[src/rtl/ras_ctrl.sv]
// Control stage in front of the return address stack: computes push/pop/data, tracks occupancy
// and registers the return-target prediction. Define RAS_CTRL_STATS_EN for under/overflow counters.
module ras_ctrl #(
    parameter int unsigned VLEN         = 64,
    parameter int unsigned DEPTH        = 2,
    parameter int unsigned BLANK_CYCLES = 2
) (
    input  logic                             clk_i,
    input  logic                             rst_i,
    input  logic                             flush_bp_i,
    input  logic                             valid_i,
    output logic                             ready_o,
    input  logic [VLEN-1:0]                  pc_i,
    input  logic                             is_call_i,
    input  logic                             is_ret_i,
    input  logic                             is_rvc_i,
    input  logic                             ras_valid_i,
    input  logic [VLEN-1:0]                  ras_ra_i,
    output logic                             push_o,
    output logic                             pop_o,
    output logic [VLEN-1:0]                  data_o,
    output logic                             pred_valid_o,
    output logic [VLEN-1:0]                  pred_target_o,
`ifdef RAS_CTRL_STATS_EN
    output logic [31:0]                      underflow_cnt_o,
    output logic [31:0]                      overflow_cnt_o,
`endif
    output logic [$clog2(DEPTH+1)-1:0]       occupancy_o
);

    localparam int unsigned OW = $clog2(DEPTH + 1);
    localparam int unsigned CW = (BLANK_CYCLES > 1) ? $clog2(BLANK_CYCLES) : 1;

    typedef enum logic {StRun, StBlank} state_e;

    state_e          r_state;
    logic [CW-1:0]   r_blank_cnt;
    logic            r_push;
    logic            r_pop;
    logic            r_pred_valid;
    logic [VLEN-1:0] r_data;
    logic [VLEN-1:0] r_pred_target;
    logic [OW-1:0]   r_occ;

    logic            w_accept;
    logic            w_occ_empty;
    logic            w_occ_full;
    logic            w_pop_eff;
    logic [VLEN-1:0] w_ret_addr;
    logic [OW-1:0]   w_occ_next;

    always_comb begin
        w_accept    = valid_i & (r_state == StRun) & ~flush_bp_i;
        w_occ_empty = (r_occ == '0);
        w_occ_full  = (r_occ == OW'(DEPTH));
        w_pop_eff   = is_ret_i & ~w_occ_empty;
        w_ret_addr  = pc_i + (is_rvc_i ? VLEN'(2) : VLEN'(4));
        // Call+return replaces the top entry, so occupancy is unchanged.
        w_occ_next  = r_occ;
        if (is_call_i && !w_pop_eff) begin
            w_occ_next = w_occ_full ? r_occ : r_occ + OW'(1);
        end else if (!is_call_i && w_pop_eff) begin
            w_occ_next = r_occ - OW'(1);
        end
    end

    always_ff @(posedge clk_i or posedge rst_i) begin
        if (rst_i) begin
            r_state       <= StRun;
            r_blank_cnt   <= '0;
            r_push        <= 1'b0;
            r_pop         <= 1'b0;
            r_pred_valid  <= 1'b0;
            r_data        <= '0;
            r_pred_target <= '0;
            r_occ         <= '0;
        end else begin
            r_push       <= 1'b0;
            r_pop        <= 1'b0;
            r_pred_valid <= 1'b0;
            if (flush_bp_i) begin
                r_occ <= '0;
                if (BLANK_CYCLES > 0) begin
                    r_state     <= StBlank;
                    r_blank_cnt <= CW'(BLANK_CYCLES - 1);
                end
            end else begin
                if (w_accept) begin
                    r_push        <= is_call_i;
                    r_pop         <= w_pop_eff;
                    r_pred_valid  <= w_pop_eff & ras_valid_i;
                    r_data        <= w_ret_addr;
                    r_pred_target <= ras_ra_i;
                    r_occ         <= w_occ_next;
                end
                if (r_state == StBlank) begin
                    if (r_blank_cnt == '0) begin
                        r_state <= StRun;
                    end else begin
                        r_blank_cnt <= r_blank_cnt - CW'(1);
                    end
                end
            end
        end
    end

`ifdef RAS_CTRL_STATS_EN
    logic [31:0] r_underflow_cnt;
    logic [31:0] r_overflow_cnt;

    // Flush does not touch the statistics; only reset clears them.
    always_ff @(posedge clk_i or posedge rst_i) begin
        if (rst_i) begin
            r_underflow_cnt <= '0;
            r_overflow_cnt  <= '0;
        end else begin
            if (w_accept && is_ret_i && w_occ_empty && r_underflow_cnt != '1) begin
                r_underflow_cnt <= r_underflow_cnt + 32'd1;
            end
            if (w_accept && is_call_i && !w_pop_eff && w_occ_full && r_overflow_cnt != '1) begin
                r_overflow_cnt <= r_overflow_cnt + 32'd1;
            end
        end
    end

    assign underflow_cnt_o = r_underflow_cnt;
    assign overflow_cnt_o  = r_overflow_cnt;
`endif

    assign ready_o       = (r_state == StRun);
    assign push_o        = r_push;
    assign pop_o         = r_pop;
    assign pred_valid_o  = r_pred_valid;
    assign data_o        = r_data;
    assign pred_target_o = r_pred_target;
    assign occupancy_o   = r_occ;

endmodule
[config.mk]
export PLATFORM = sky130hd
export DESIGN_NAME = ras_ctrl
export DESIGN_NICKNAME = d
export VERILOG_FILES = /design/src/rtl/ras_ctrl.sv
export SDC_FILE = /design/constraint.sdc
export NUM_CORES = 1
export LEC_CHECK = 0
export ABC_AREA = 1
export BUFFER_PORTS_ARGS = -buffer_cell sky130_fd_sc_hd__buf_2
export CELL_PAD_IN_SITES_DETAIL_PLACEMENT = 0
export CELL_PAD_IN_SITES_GLOBAL_PLACEMENT = 2
export CORE_ASPECT_RATIO = 0.75
export CORE_UTILIZATION = 28
export CTS_CLUSTER_SIZE = 28
export DETAILED_ROUTE_END_ITERATION = 7
export GPL_ROUTABILITY_DRIVEN = 0
export PLACE_DENSITY = 0.94
export RECOVER_POWER = 25
export SLEW_MARGIN = 20
export SYNTH_ARGS = -nofsm -noshare
export SYNTH_HDL_FRONTEND = slang
export SYNTH_SLANG_ARGS = --single-unit
export TNS_END_PERCENT = 5
[constraint.sdc]
create_clock -name clk_i -period 12.4 [get_ports clk_i]
set_clock_uncertainty 0.1 [all_clocks]
set_input_delay 1.86 -clock clk_i [delete_from_list [all_inputs] [get_ports clk_i]]
set_output_delay 1.86 -clock clk_i [all_outputs]
set_load 0.01 [all_outputs]
**Yosys cells after proc, flatten, opt, wreduce, memory -nomap -nowiden**

Cells that the tools add are included.

- Bits in registers: 135

- Reductions and logical operators: 10
- Bitwise operators: 7
- Mux-type cells: 18
- $add $sub $neg: 4
- Equal/unequal tests: 2

Operators with widths:

| operator | count |
|---|---|
| $add A64 B3 Y64 | 1 |
| $mux W1 | 12 |
| $mux W2 | 5 |
| $and A1 B1 Y1 | 4 |
| $reduce_bool A2 Y1 | 2 |
| $mux W3 | 1 |
| $ne A3 B3 Y1 const B | 1 |
| $not A1 Y1 | 3 |
| $reduce_and A3 Y1 | 1 |
| $reduce_bool A3 Y1 | 1 |
| $add A2 B1 Y2 const B | 1 |
| $eq A2 B2 Y1 const B | 1 |
| $logic_and A1 B1 Y1 | 2 |
| $logic_not A1 Y1 | 2 |
| $logic_not A2 Y1 | 1 |
| $reduce_and A2 Y1 | 1 |
| $sub A2 B1 Y2 const B | 1 |
| $sub A1 B1 Y1 const B | 1 |

**Longest topological paths before layout**

- Depth after elaboration: 8
- Depth in mapped cells: 12
- Depth with buffers taken out: 12

**Worst setup path before layout**

No wires, ideal clock.

- Path type: input port to flip-flop
- Start: in pc_i[1]
- End: reg r_data[61] (netlist: data_o[61])
- Required time: 12.184 ns
- Setup slack: 9.064 ns
- Stages on the path: 12
- Data arrival time: 3.119 ns
- Library setup time: 0.116 ns
- Cell sequence: ha_1 > fa_1 > nand2_2 > nor2_4 > nand3_1 > inv_2 > nand2_2 > nor2_1 > nand2_1 > nand2_1 > nand2_1 > nand2_1

- Longest elaborated chain between the ends: 1

RTL lines:

| element | line | RTL |
|---|---|---|
| start: declaration | 13 | `input logic [VLEN-1:0] pc_i,` |
| $add A64 B3 Y64 | 57 | `w_ret_addr = pc_i + (is_rvc_i ? VLEN'(2) : VLEN'(4));` |
| end signal: assignment | 92 | `r_data <= w_ret_addr;` |
| end: declaration | 41 | `logic [VLEN-1:0] r_data;` |

No other way between the ends.
A chain may end at the register's enable or synchronous reset.

**Final worst setup path**

- Start: in valid_i
- End: reg r_data[32] (netlist: data_o[32])

- Longest elaborated chain between the ends: 3

RTL lines:

| element | line | RTL |
|---|---|---|
| start: declaration | 11 | `input logic valid_i,` |
| $and A1 B1 Y1 (2 in a row) | 53 | `w_accept = valid_i & (r_state == StRun) & ~flush_bp_i;` |
| $reduce_and A2 Y1 (no source line) | n/a |  |

No other way between the ends.

==> results.md <==
* violated checks: capacitance limit, slew limit
* gate count after technology mapping: 1004
* post-synthesis adder-cell area fraction: 0.00626
* total of flip-flops plus latches after synthesis: 135
* outcome: finished with violations
* clock-pin slew on the worst setup and hold paths: 0.06 ns
* setup bufs post-CTS: 0
* fraction of synthesized cell area in xor and xnor cells: 0.0328
* number of antenna-violating nets in the routed design: 0
* area of the die: 26400 µm²
* Pleak: 4.84 nW
* number of distinct library cell variants in the gate-level netlist after synthesis: 34
* Slew Viols, Final: 63
* worst skew pair latency: 0.42 ns
* Crit Path Max Fanout: 96
* kind of end point of the critical path: flip-flop
* combinational fraction of design power: 0.227
* post-layout net count: 1406
* maximum capacitance violations: 1
* core outline area: 25100 µm²
* fraction of synthesis flops using an asynchronous set or reset pin: 1.00
* proportion of layout cells with a drive suffix above 1: 0.244
* number of warning messages in the yosys log: 0
* startpoint kind of the worst setup timing path: primary input
* Hold/Removal Path Class: flip-flop to flip-flop
* die extent in x: 187 µm
* share of the cycle needed by the critical path after routing: 0.325
* Final Hold Violating Endpoints: 0
* cells taking the most area after synthesis: sky130_fd_sc_hd__dfrtp_1, sky130_fd_sc_hd__nand2_1, sky130_fd_sc_hd__nor2_1
* number of buffers added on ports: 269
* H-Tree Level Count: 4
* relative slew slack: -0.818
* Layout fillers: 2736
* synthesized-area fraction occupied by ao, oa, aoi and oai cells: 0.0428
* combined global-route utilization of all metal layers: 0.198
* largest family of logic cells by synthesized area: simple AND/OR/NAND/NOR gates
* count of cells resized by post-cts repair: 0
* share of cell area taken by muxes after synthesis: 0
* Synthesized Nets: 1143
* clock share of power: 0.354
* post-synthesis simple-gate area fraction: 0.404
* detailed-route vias per instance: 4.51
* hold buffers post-CTS: 0
* power density normalized to cell area: 147 nW/µm²
* Wirelength per Cell: 15.9 µm
* proportion of netlist area held by the largest area contributor: 0.469
* sequential fraction of the synthesis area: 0.469
* per-instance average area after synthesis: 7.17 µm²
* Area Growth Syn to Fin: 30.3%
* clock tree from TritonCTS: done
* maximum number of pins on one net before global-route repair: 97
* Final Critical Period: 4.04 ns
* endpoint arrival time on the critical path: 4.21 ns
* vias in the first global route: 6912
* Total Routed Length: 25800 µm
* peak supply drop: 0.0941 mV
* class of the most critical setup path: primary input to flip-flop
* internal power consumption: 0.915 mW
* net switching power of the design: 0.468 mW
* setup repair after global routing missed its margin: false
* number of sinks handled by clock tree synthesis: 135
* required time of the worst setup path: 12.57 ns
* number of buffers inserted during clock tree synthesis: 17
* Final TNS setup: 0 ns
* initial antenna violation count: 1
* final setup violating endpoints: 0
* post-route DRC violation count: 0
* vias after detailed routing: 7308
* measured slew at the worst slew-check pin: 2.71 ns
* cell at the root of the clock tree: sky130_fd_sc_hd__clkbuf_16
* post-layout total power: 1.38 mW
* predominant post-synthesis flop cell: sky130_fd_sc_hd__dfrtp_1
* wire length of the first global-routing pass: 39600 µm
* number of iterations in the first detailed-routing pass: 6
* cell type with the largest total area after synthesis: sky130_fd_sc_hd__dfrtp_1
* I/O Pins: 270
* cell area after technology mapping: 7200 µm²
* number of flops mapped to enable cells by yosys: 0
* GRT Residual Overflow: 0
* DPL Wire Length: 20400 µm
* row count: 50
* Sw Ratio: 0.338
* maximum buffer depth of the clock tree: 2
* starting utilization of the core area: 0.287
* sequential share of power: 0.419
* height of the chip: 141 µm
* violation count after the first detailed-routing iteration: 513
* Max Freq: 248 MHz
==> sequential cells by signal (all words and copies together) (netlist names) <==
signal and cells:
push_o 1, pred_target_o 64, r_blank_cnt 1, occupancy_o 2, r_state 1, pred_valid_o 1
data_o 64, pop_o 1
==> cell families after synthesis <==
logic type                 count (synthesis)
DFF                                      135
buffers and inverters                     78
xor gates and xnor gates                  27
adders and majority gates                  3
and+or+nand+nor                          705
AOI/OAI and AO/OA                         56
==> stage by stage <==
step	cell area [µm²]	setup WS [ns]	util	instances	hold WS [ns]
6_report	9380	8.36	0.374	1619	0.363
5_1_grt	9380	8.01	0.374	1618	0.394
4_1_cts	9430	8.34	0.376	1618	0.369
3_5_place_dp	8860	7.90	0.353	1586	0.354
3_3_place_gp	8860	7.97	0.353	1586	0.348
2_1_floorplan	7200	6.83	-	1004	0.335
==> power by group through the flow <==
stage / combinational, mW / clock (mW) / sequential, mW
global placement: 0.318 / 0 / 0.586
finish: 0.313 / 0.490 / 0.580
detailed placement: 0.323 / 0 / 0.587
CTS: 0.324 / 0.504 / 0.580
floorplan: 0.108 / 0 / 0.629
global route: 0.349 / 0.525 / 0.591
==> area by class of cell <==
cell class | instances | area, µm² | area share
Tap cell | 338 | 423 | 0.0451
Timing Repair Buffer | 272 | 1330 | 0.141
Sequential cell | 135 | 3380 | 0.360
Inverter | 50 | 191 | 0.0204
Antenna cell | 1 | 2.50 | 0.000267
Clock buffer | 18 | 429 | 0.0457
Clock inverter | 14 | 133 | 0.0141
Multi-Input combinational cell | 791 | 3500 | 0.373
==> worst max-delay path, stage by stage <==
cell,delay [ns]
sky130_fd_sc_hd__buf_2,0.07
sky130_fd_sc_hd__nand2_1,0.09
sky130_fd_sc_hd__nor2_4,0.80
sky130_fd_sc_hd__inv_4,0.47
sky130_fd_sc_hd__buf_4,0.53
sky130_fd_sc_hd__nand2_1,0.18
sky130_fd_sc_hd__o21ai_1,0.08
==> Yosys cell counts (all sizes together), types with 2 or more instances <==
library cell / count
xnor2: 8
buf: 23
dfrtp: 135
clkbuf: 5
and2: 2
o21ai: 43
ha: 2
inv: 50
nand3: 43
a21oi: 2
nand4: 18
nor2: 135
xor2: 19
o21bai: 7
nand2: 505
==> path summary, 6_finish.rpt <==
path	start	end	slack, ns	depth (start not counted)
max	valid_i	data_o[32]$_DFFE_PP0P_	8.36	7
min	pred_target_o[46]$_DFFE_PP0P_	pred_target_o[46]$_DFFE_PP0P_	0.36	2
max reg2reg	r_state$_DFF_PP0_	data_o[32]$_DFFE_PP0P_	9.37	7
min reg2reg	pred_target_o[46]$_DFFE_PP0P_	pred_target_o[46]$_DFFE_PP0P_	0.36	2
max in group asynchronous	rst_i	data_o[46]$_DFFE_PP0P_	8.50	3
min in group asynchronous	rst_i	pred_target_o[63]$_DFFE_PP0P_	2.07	2
==> metal layers <==
layer,share of wire,GRT usage
met5,0,0
met4,0.0070,0.0406
met3,0.078,0.0391
met2,0.43,0.300
met1,0.48,0.290
==> placed cells by master (no fill, tap or decap), types with 2 or more instances in the layout <==
cell,instances
sky130_fd_sc_hd__a21oi_1,2
sky130_fd_sc_hd__buf_2,232
sky130_fd_sc_hd__buf_4,2
sky130_fd_sc_hd__clkbuf_1,38
sky130_fd_sc_hd__clkbuf_16,17
sky130_fd_sc_hd__clkinv_4,4
sky130_fd_sc_hd__clkinvlp_4,2
sky130_fd_sc_hd__dfrtp_1,135
sky130_fd_sc_hd__ha_1,2
sky130_fd_sc_hd__inv_1,45
sky130_fd_sc_hd__inv_2,3
sky130_fd_sc_hd__inv_6,3
sky130_fd_sc_hd__inv_8,5
sky130_fd_sc_hd__nand2_1,489
sky130_fd_sc_hd__nand2_2,15
sky130_fd_sc_hd__nand3_1,42
sky130_fd_sc_hd__nand4_1,18
sky130_fd_sc_hd__nor2_1,112
sky130_fd_sc_hd__nor2_2,15
sky130_fd_sc_hd__nor2_4,7
sky130_fd_sc_hd__o21ai_0,23
sky130_fd_sc_hd__o21ai_1,20
sky130_fd_sc_hd__o21bai_1,7
sky130_fd_sc_hd__xnor2_1,8
sky130_fd_sc_hd__xor2_1,19
No activity file was read; power rests on OpenSTA's default activity.
